`src/rtl/dds_voice_cfg_ctrl.sv`:
```
// Byte-serial configuration sequencer for the two-voice DDS core: stages tuning/select
// writes in shadow registers and moves them to the active outputs together on a divided-clock tick.
module dds_voice_cfg_ctrl #(
    parameter int TUNE_W = 16,
    parameter int SEL_W  = 3
) (
    input  logic              clk,
    input  logic              rst,
    input  logic              tick,
    input  logic              wr_valid,
    input  logic [7:0]        wr_data,
    output logic              wr_ready,
    output logic [TUNE_W-1:0] tuning0,
    output logic [TUNE_W-1:0] tuning1,
    output logic [SEL_W-1:0]  sel0,
    output logic [SEL_W-1:0]  sel1,
    output logic              psel,
    output logic              osel,
    output logic              applied,
    output logic              err
);

    localparam logic [2:0] S_IDLE      = 3'd0;
    localparam logic [2:0] S_TUNE_HI   = 3'd1;
    localparam logic [2:0] S_TUNE_LO   = 3'd2;
    localparam logic [2:0] S_CFG_DATA  = 3'd3;
    localparam logic [2:0] S_WAIT_TICK = 3'd4;

    localparam logic [1:0] OP_TUNE   = 2'b00;
    localparam logic [1:0] OP_CFG    = 2'b01;
    localparam logic [1:0] OP_COMMIT = 2'b10;

    logic [2:0]        state_q;
    logic [7:0]        hi_q;
    logic              voice_q;
    logic [TUNE_W-1:0] sh_tuning0;
    logic [TUNE_W-1:0] sh_tuning1;
    logic [SEL_W-1:0]  sh_sel0;
    logic [SEL_W-1:0]  sh_sel1;
    logic              sh_psel;
    logic              sh_osel;

    logic       accept;
    logic [1:0] opcode;
    logic       hdr_voice;
    logic       hdr_bad;
    logic [15:0] tune_word;

    assign accept    = wr_valid && wr_ready;
    assign opcode    = wr_data[7:6];
    assign hdr_voice = wr_data[0];
    // Only TUNE may address voice 1; every other opcode must carry v=0.
    assign hdr_bad   = (|wr_data[5:1]) || (hdr_voice && (opcode != OP_TUNE));
    assign tune_word = {hi_q, wr_data};

    // NOTE: sequential state uses non-blocking assignments so every register samples
    // pre-edge values; the reset is synchronous, so it sits inside the clocked branch.
    always_ff @(posedge clk) begin
        if (rst) begin
            state_q    <= S_IDLE;
            hi_q       <= '0;
            voice_q    <= 1'b0;
            wr_ready   <= 1'b1;
            applied    <= 1'b0;
            err        <= 1'b0;
            tuning0    <= '0;
            tuning1    <= '0;
            sel0       <= '0;
            sel1       <= '0;
            psel       <= 1'b1;
            osel       <= 1'b0;
            sh_tuning0 <= '0;
            sh_tuning1 <= '0;
            sh_sel0    <= '0;
            sh_sel1    <= '0;
            sh_psel    <= 1'b1;
            sh_osel    <= 1'b0;
        end else begin
            applied <= 1'b0;
            err     <= 1'b0;
            case (state_q)
                S_IDLE: begin
                    if (accept) begin
                        if (hdr_bad) begin
                            err <= 1'b1;
                        end else begin
                            case (opcode)
                                OP_TUNE: begin
                                    voice_q <= hdr_voice;
                                    state_q <= S_TUNE_HI;
                                end
                                OP_CFG:    state_q <= S_CFG_DATA;
                                OP_COMMIT: begin
                                    state_q  <= S_WAIT_TICK;
                                    wr_ready <= 1'b0;
                                end
                                default: begin
                                    sh_tuning0 <= tuning0;
                                    sh_tuning1 <= tuning1;
                                    sh_sel0    <= sel0;
                                    sh_sel1    <= sel1;
                                    sh_psel    <= psel;
                                    sh_osel    <= osel;
                                end
                            endcase
                        end
                    end
                end
                S_TUNE_HI: begin
                    if (accept) begin
                        hi_q    <= wr_data;
                        state_q <= S_TUNE_LO;
                    end
                end
                S_TUNE_LO: begin
                    if (accept) begin
                        if (voice_q) sh_tuning1 <= tune_word[TUNE_W-1:0];
                        else         sh_tuning0 <= tune_word[TUNE_W-1:0];
                        state_q <= S_IDLE;
                    end
                end
                S_CFG_DATA: begin
                    if (accept) begin
                        sh_psel <= wr_data[7];
                        sh_osel <= wr_data[6];
                        sh_sel0 <= SEL_W'(wr_data[5:3]);
                        sh_sel1 <= SEL_W'(wr_data[2:0]);
                        state_q <= S_IDLE;
                    end
                end
                S_WAIT_TICK: begin
                    // The COMMIT byte is accepted from IDLE, so a coincident tick never lands here.
                    if (tick) begin
                        tuning0  <= sh_tuning0;
                        tuning1  <= sh_tuning1;
                        sel0     <= sh_sel0;
                        sel1     <= sh_sel1;
                        psel     <= sh_psel;
                        osel     <= sh_osel;
                        applied  <= 1'b1;
                        wr_ready <= 1'b1;
                        state_q  <= S_IDLE;
                    end
                end
                default: begin
                    state_q  <= S_IDLE;
                    wr_ready <= 1'b1;
                end
            endcase
        end
    end

endmodule

```
`config.mk`:
```
export PLATFORM = sky130hd
export DESIGN_NAME = dds_voice_cfg_ctrl
export DESIGN_NICKNAME = d
export VERILOG_FILES = /design/src/rtl/dds_voice_cfg_ctrl.sv
export SDC_FILE = /design/constraint.sdc
export NUM_CORES = 1
export LEC_CHECK = 0
export CAP_MARGIN = 0
export CORE_UTILIZATION = 51
export DETAILED_ROUTE_END_ITERATION = 7
export GPL_ROUTABILITY_DRIVEN = 0
export PLACE_DENSITY = 0.73
export RECOVER_POWER = 25
export SLEW_MARGIN = 20
export SYNTH_ARGS = -nofsm -noshare
export SYNTH_HDL_FRONTEND = slang
export SYNTH_SLANG_ARGS = --single-unit
```
`constraint.sdc`:
```
create_clock -name clk -period 3 [get_ports clk]
set_clock_uncertainty 0.2 [all_clocks]
set_input_delay 0.45 -clock clk [delete_from_list [all_inputs] [get_ports clk]]
set_output_delay 0.45 -clock clk [all_outputs]
set_load 0.05 [all_outputs]
```
; Word-level counts from Yosys, hierarchy flattened
; Index checks and enable logic that the tools add are counted.
[totals]
reg_bits = 95
latch_bits = 0
ram_bits = 0
mem_bits_ro = 0
in_bits = 12
out_inout_bits = 43
wordCells = 109
mem_count = 0
[classes]
n_addsub = 0
n_mul = 0
div = 0
n_lt_le_gt_ge = 0
n_eq_ne = 18
n_shift = 0
muxes = 46
n_bitwise = 5
reduce_logical = 22
[op_table]
columns = cell, count
row1 = $mux 16, 10
row2 = $pmux 16 s2, 2
row3 = $mux 3, 13
row4 = $ne 2x2->1 const B, 9
row5 = $reduce_and 6->1, 3
row6 = $mux 1, 14
row7 = $pmux 3 s2, 2
row8 = $pmux 3 s4, 1
row9 = $reduce_and 5->1, 2
row10 = $pmux 3 s3, 1
row11 = $reduce_or 3->1, 3
row12 = $eq 3x2->1 const B, 2
row13 = $reduce_bool 2->1, 3
row14 = $not 1->1, 5
row15 = $reduce_or 5->1, 1
row16 = $ne 2x1->1 const B, 2
row17 = $ne 4x1->1 const B, 1
row18 = $pmux 1 s2, 2
row19 = $reduce_and 2->1, 2
row20 = $reduce_and 4->1, 1
row21 = $reduce_or 2->1, 2
row22 = $eq 3x1->1 const B, 1
row23 = $eq 3x3->1 const B, 1
row24 = $logic_not 3->1, 1
row25 = other kinds (6), 7

; Longest topological paths before layout
; Gate-level depths: netlist (run 1).
[logic_depth]
word_depth = 6
ltp_mapped = 7
ltp_nobuf = 4

; Least setup slack after synthesis (run 1)
; Ideal clock, no wire load.
[synth_path]
path_type = reg-to-reg
start = reg wr_ready
end = reg sh_tuning1[3]
setup_time_ns = 0.079
arrival_ns = 2.166
t_required_ns = 2.721
slack_ns = 0.555
path_stages_with_launch = 6
cell_sequence = dfxtp_1 -> nand2_1 -> a2111oi_2 -> clkbuf_1 -> a21oi_1 -> a211oi_2
[synth_between]
elab_chain_cells = 3
word_cells_on_any_way = 4
classes_between = eq/ne (2) / reduce/logical (2)
[synth_lines]
columns = item, line_no
row1 = start: declaration, 12  ; output logic wr_ready,
row2 = start signal: assignment, 63  ; wr_ready <= 1'b1;
row3 = start signal: assignment, 95  ; wr_ready <= 1'b0;
row4 = start signal: assignment, 141  ; wr_ready <= 1'b1;
row5 = $logic_and 1x1->1 *, 49  ; assign accept = wr_valid && wr_ready;
row6 = $ne 2x2->1 (no line), -
row7 = $reduce_and 6->1 (no line) *, -
row8 = end signal: assignment, 99  ; sh_tuning1 <= tuning1;
row9 = end signal: assignment, 117  ; if (voice_q) sh_tuning1 <= tune_word[TUNE_W-1:0];
row10 = end: declaration, 37  ; logic [TUNE_W-1:0] sh_tuning1;
; Mark *: on every way between the ends. The rest lies on a longest branch, timed or not.
; A chain may end at the register's enable or synchronous reset.

; Final worst setup path (run 1)
[layout_path]
start = in wr_data[3]
end = reg sh_sel0[0]
[layout_between]
elab_chain_cells = 4
word_cells_on_any_way = 6
classes_between = eq/ne (1) / mux (2) / reduce/logical (3)
[layout_lines]
columns = item, line_no
row1 = start: declaration, 11  ; input logic [7:0] wr_data,
row2 = $reduce_or 5->1, 53  ; assign hdr_bad = (|wr_data[5:1]) || (hdr_voice && (opcode != OP_TUNE));
row3 = $logic_or 1x1->1, 53
row4 = $ne 2x2->1 (no line), -
row5 = $reduce_and 5->1 (no line), -
row6 = end signal: assignment, 100  ; sh_sel0 <= sel0;
row7 = end signal: assignment, 126  ; sh_sel0 <= SEL_W'(wr_data[5:3]);
row8 = end: declaration, 38  ; logic [SEL_W-1:0] sh_sel0;
; Several ways; a longest one is shown, not always the timed one. The select of a mux whose other input is x is not followed.

==> results by group, run 1 <==
Placement
  • Hpwl dp: 6.47 mm
  • Buffers on Ports: 54
  • Placed Instance Area: 4750 µm²

Final layout
  • Nets: 507
  • Syn-to-layout area delta: 20.9%
  • Number of antenna diodes: 0
  • Final instance area: 4940 µm²
  • Fraction of final layout cells sized beyond drive strength 1: 0.116

Clock network
  • H-tree Lvls: 3
  • CTS buffer count: 9
  • Clock root buffer: clkbuf_8
  • CTS tree: yes
  • Worst-Skew Late Latency: 0.36 ns
  • CTS Sinks: 95
  • Post-CTS Resized: 0
  • Clock buffer depth: 2
  • Clk slew on worst S/H paths: 0.09 ns
  • Postcts setup bufs: 0
  • # hold bufs at CTS: 0

STA
  • Slew @ Worst Pin: 1.06 ns
  • F_max: 390 MHz
  • Max-slew violation count: 0
  • Final setup vio count: 0
  • Final Hold Violating Endpoints: 0
  • Setup TNS Final: 0 ns
  • Max-slew headroom: 0.293
  • RSZ-0062 raised after global routing: false
  • Final period utilization: 0.854
  • Fin crit period: 2.56 ns

Synthesis
  • Synth cell count leaders: dfxtp_1, nand2_1, a21oi_1
  • Fraction of registers with async set/reset: 0
  • Yosys reg bits: 95
  • Seq/Total Area, Yosys: 0.465
  • Most instantiated library cell after synthesis: dfxtp_1
  • Avg Cell Area, Syn: 9.15 µm²
  • Ys Warns: 0
  • Synth area leaders: dfxtp_1, mux2i_1, a21oi_1
  • Largest area contributor in the netlist: dfxtp_1
  • EDFF count, synth: 0
  • Synth cell types: 37
  • Cell Area, Synth: 4090 µm²
  • Yosys top cell area share: 0.465
  • Synth Flop Type: dfxtp_1
  • Mapped Cells: 447
  • Syn_nets: 459

Drt
  • Antenna viol nets, final: 0
  • DR vias/cell: 5.59
  • Final WL: 10.2 mm
  • WL/cell: 16.9 µm
  • First-pass iteration count of the detailed router: 4
  • DR vias: 3368
  • Initial DRC count: 225
  • Drt drc: 0

Worst setup path
  • CP peak stage delay: 0.54 ns
  • Max FO, Critical Path: 8
  • CP Buf/Inv Count: 1
  • Family with the most delay on the worst path: compound AO/OA/AOI/OAI gates
  • CP arrival: 2.61 ns
  • Worst setup EP type: flop
  • Reg2reg setup slack: 0.74 ns
  • Crit path cell chain: clkdlybuf4s50_1, or4_4, o31a_1, a211o_1, mux2_4
  • Max stage delay cell, worst path: or4_4
  • Critical path required time: 3.05 ns
  • Worst Setup Path Type: in -> reg
  • Crit path launch type: input pin

Floorplan
  • # rows: 32
  • Die area: 8380 µm²
  • Die Wd: 91.5 µm
  • Initial core utilization: 0.529
  • Die Height: 91.5 µm
  • I/O Pins: 55
  • Core Region: 7730 µm²

GRT
  • Number of global-route vias before repair: 3218
  • Initial antenna violation count: 0
  • Pin count of the biggest net entering global routing: 59
  • Grt ovf: 0
  • First-pass GRT wire length: 16.6 mm
  • Total track usage: 0.254

Pwr
  • Flop pwr share: 0.570
  • Leak pwr: 1.62 nW
  • Combinational Power Share: 0.050
  • Peak supply drop: 0.000373 V
  • Int Power: 1.71 mW
  • PD cells: 449 nW/µm²
  • Clock group share of total power: 0.380
  • Psw: 0.509 mW
  • Switching Share: 0.229

Run
  • Max-cap check violation count: 0

Status
  • Status: finished, final reports clean

Worst hold path
  • Worst Hold Class: reg -> reg
[power groups by stage]
stage / Combinational, mW / Sequential, mW / Clock (mW)
5_1_grt: 0.117 / 1.27 / 0.918
3_3_place_gp: 0.110 / 1.29 / 0
4_1_cts: 0.110 / 1.27 / 0.856
3_5_place_dp: 0.110 / 1.30 / 0
2_1_floorplan: 0.0541 / 1.30 / 0
6_report: 0.111 / 1.27 / 0.845
[cells by family after synthesis]
logic type | share of synthesized area
AND/OR/NAND/NOR | 0.149
AO/OA/AOI/OAI | 0.183
flip-flops | 0.465
multiplexers | 0.146
buffers and inverters | 0.0578
[flip-flops by register name, indices dropped and copies added (netlist names)]
signal      flops
osel            1
state_q         3
hi_q            8
sh_sel0         3
sel0            3
sh_tuning0     16
err             1
tuning1        16
sh_psel         1
voice_q         1
applied         1
wr_ready        1
sh_tuning1     16
sel1            3
sh_osel         1
psel            1
sh_sel1         3
tuning0        16
[worst min-delay path, stage by stage (launching register included)]
cell	delay (ns)
dfxtp_1	0.32
nand2_1	0.05
a21oi_1	0.05
[final cells by class]
| cell class | count | area [µm²] |
|---|---|---|
| clock buffer | 11 | 141 |
| clock inverter | 5 | 57.6 |
| fill | 665 | 2790 |
| inverter | 1 | 3.75 |
| multi-input combinational | 309 | 1960 |
| sequential | 95 | 1900 |
| tap | 102 | 128 |
| timing repair buffer | 79 | 746 |
[stage by stage]
stage	instances	utilization	total power [mW]	setup slack, ns	hold WS, ns
3_5_place_dp	586	0.614	1.41	0.0704	0.245
5_1_grt	602	0.640	2.30	0.407	0.268
2_1_floorplan	447	-	1.35	0.555	0.227
6_report	602	0.640	2.22	0.437	0.256
4_1_cts	602	0.640	2.23	0.450	0.257
3_3_place_gp	586	0.614	1.40	0.0840	0.232
[cells in the final DEF, fill, tap and decap left out, types with 10 or more instances in the layout]
cell type / netlist / routed
dfxtp_1: 95 / 95
nand2_1: 83 / 83
a21oi_1: 72 / 72
clkdlybuf4s50_1: 0 / 53
mux2i_1: 49 / 49
a211oi_1: 30 / 30
nor2_1: 23 / 23
buf_4: 0 / 22
clkbuf_8: 0 / 10
[layer usage]
layer,GRT usage,part of all wire,vias up
met3,0.0561,0.060,11
met5,0,0,-
li1,-,-,1651
met4,0.0701,0.014,0
met1,0.333,0.44,1596
met2,0.420,0.48,110
[worst paths after layout]
path	startpoint	to	cells past startpoint
worst min register to register	sh_sel0[1]$_SDFFE_PP0P_	sel0[1]$_SDFFE_PP0P_	2
worst max-delay path	wr_data[3]	sh_sel0[0]$_SDFFE_PP0P_	5
worst max register to register	state_q[2]$_SDFFE_PP0P_	sh_sel0[0]$_SDFFE_PP0P_	4
worst min-delay path	sh_sel0[1]$_SDFFE_PP0P_	sel0[1]$_SDFFE_PP0P_	2
Note: power is estimated with default switching activity, not from simulation.
==> inputs of run 2 (changes only) <==
SLEW_MARGIN = unset   (was 20)
==> results of run 2 <==
Final layout, timing and power as in run 1 (identical DEF).
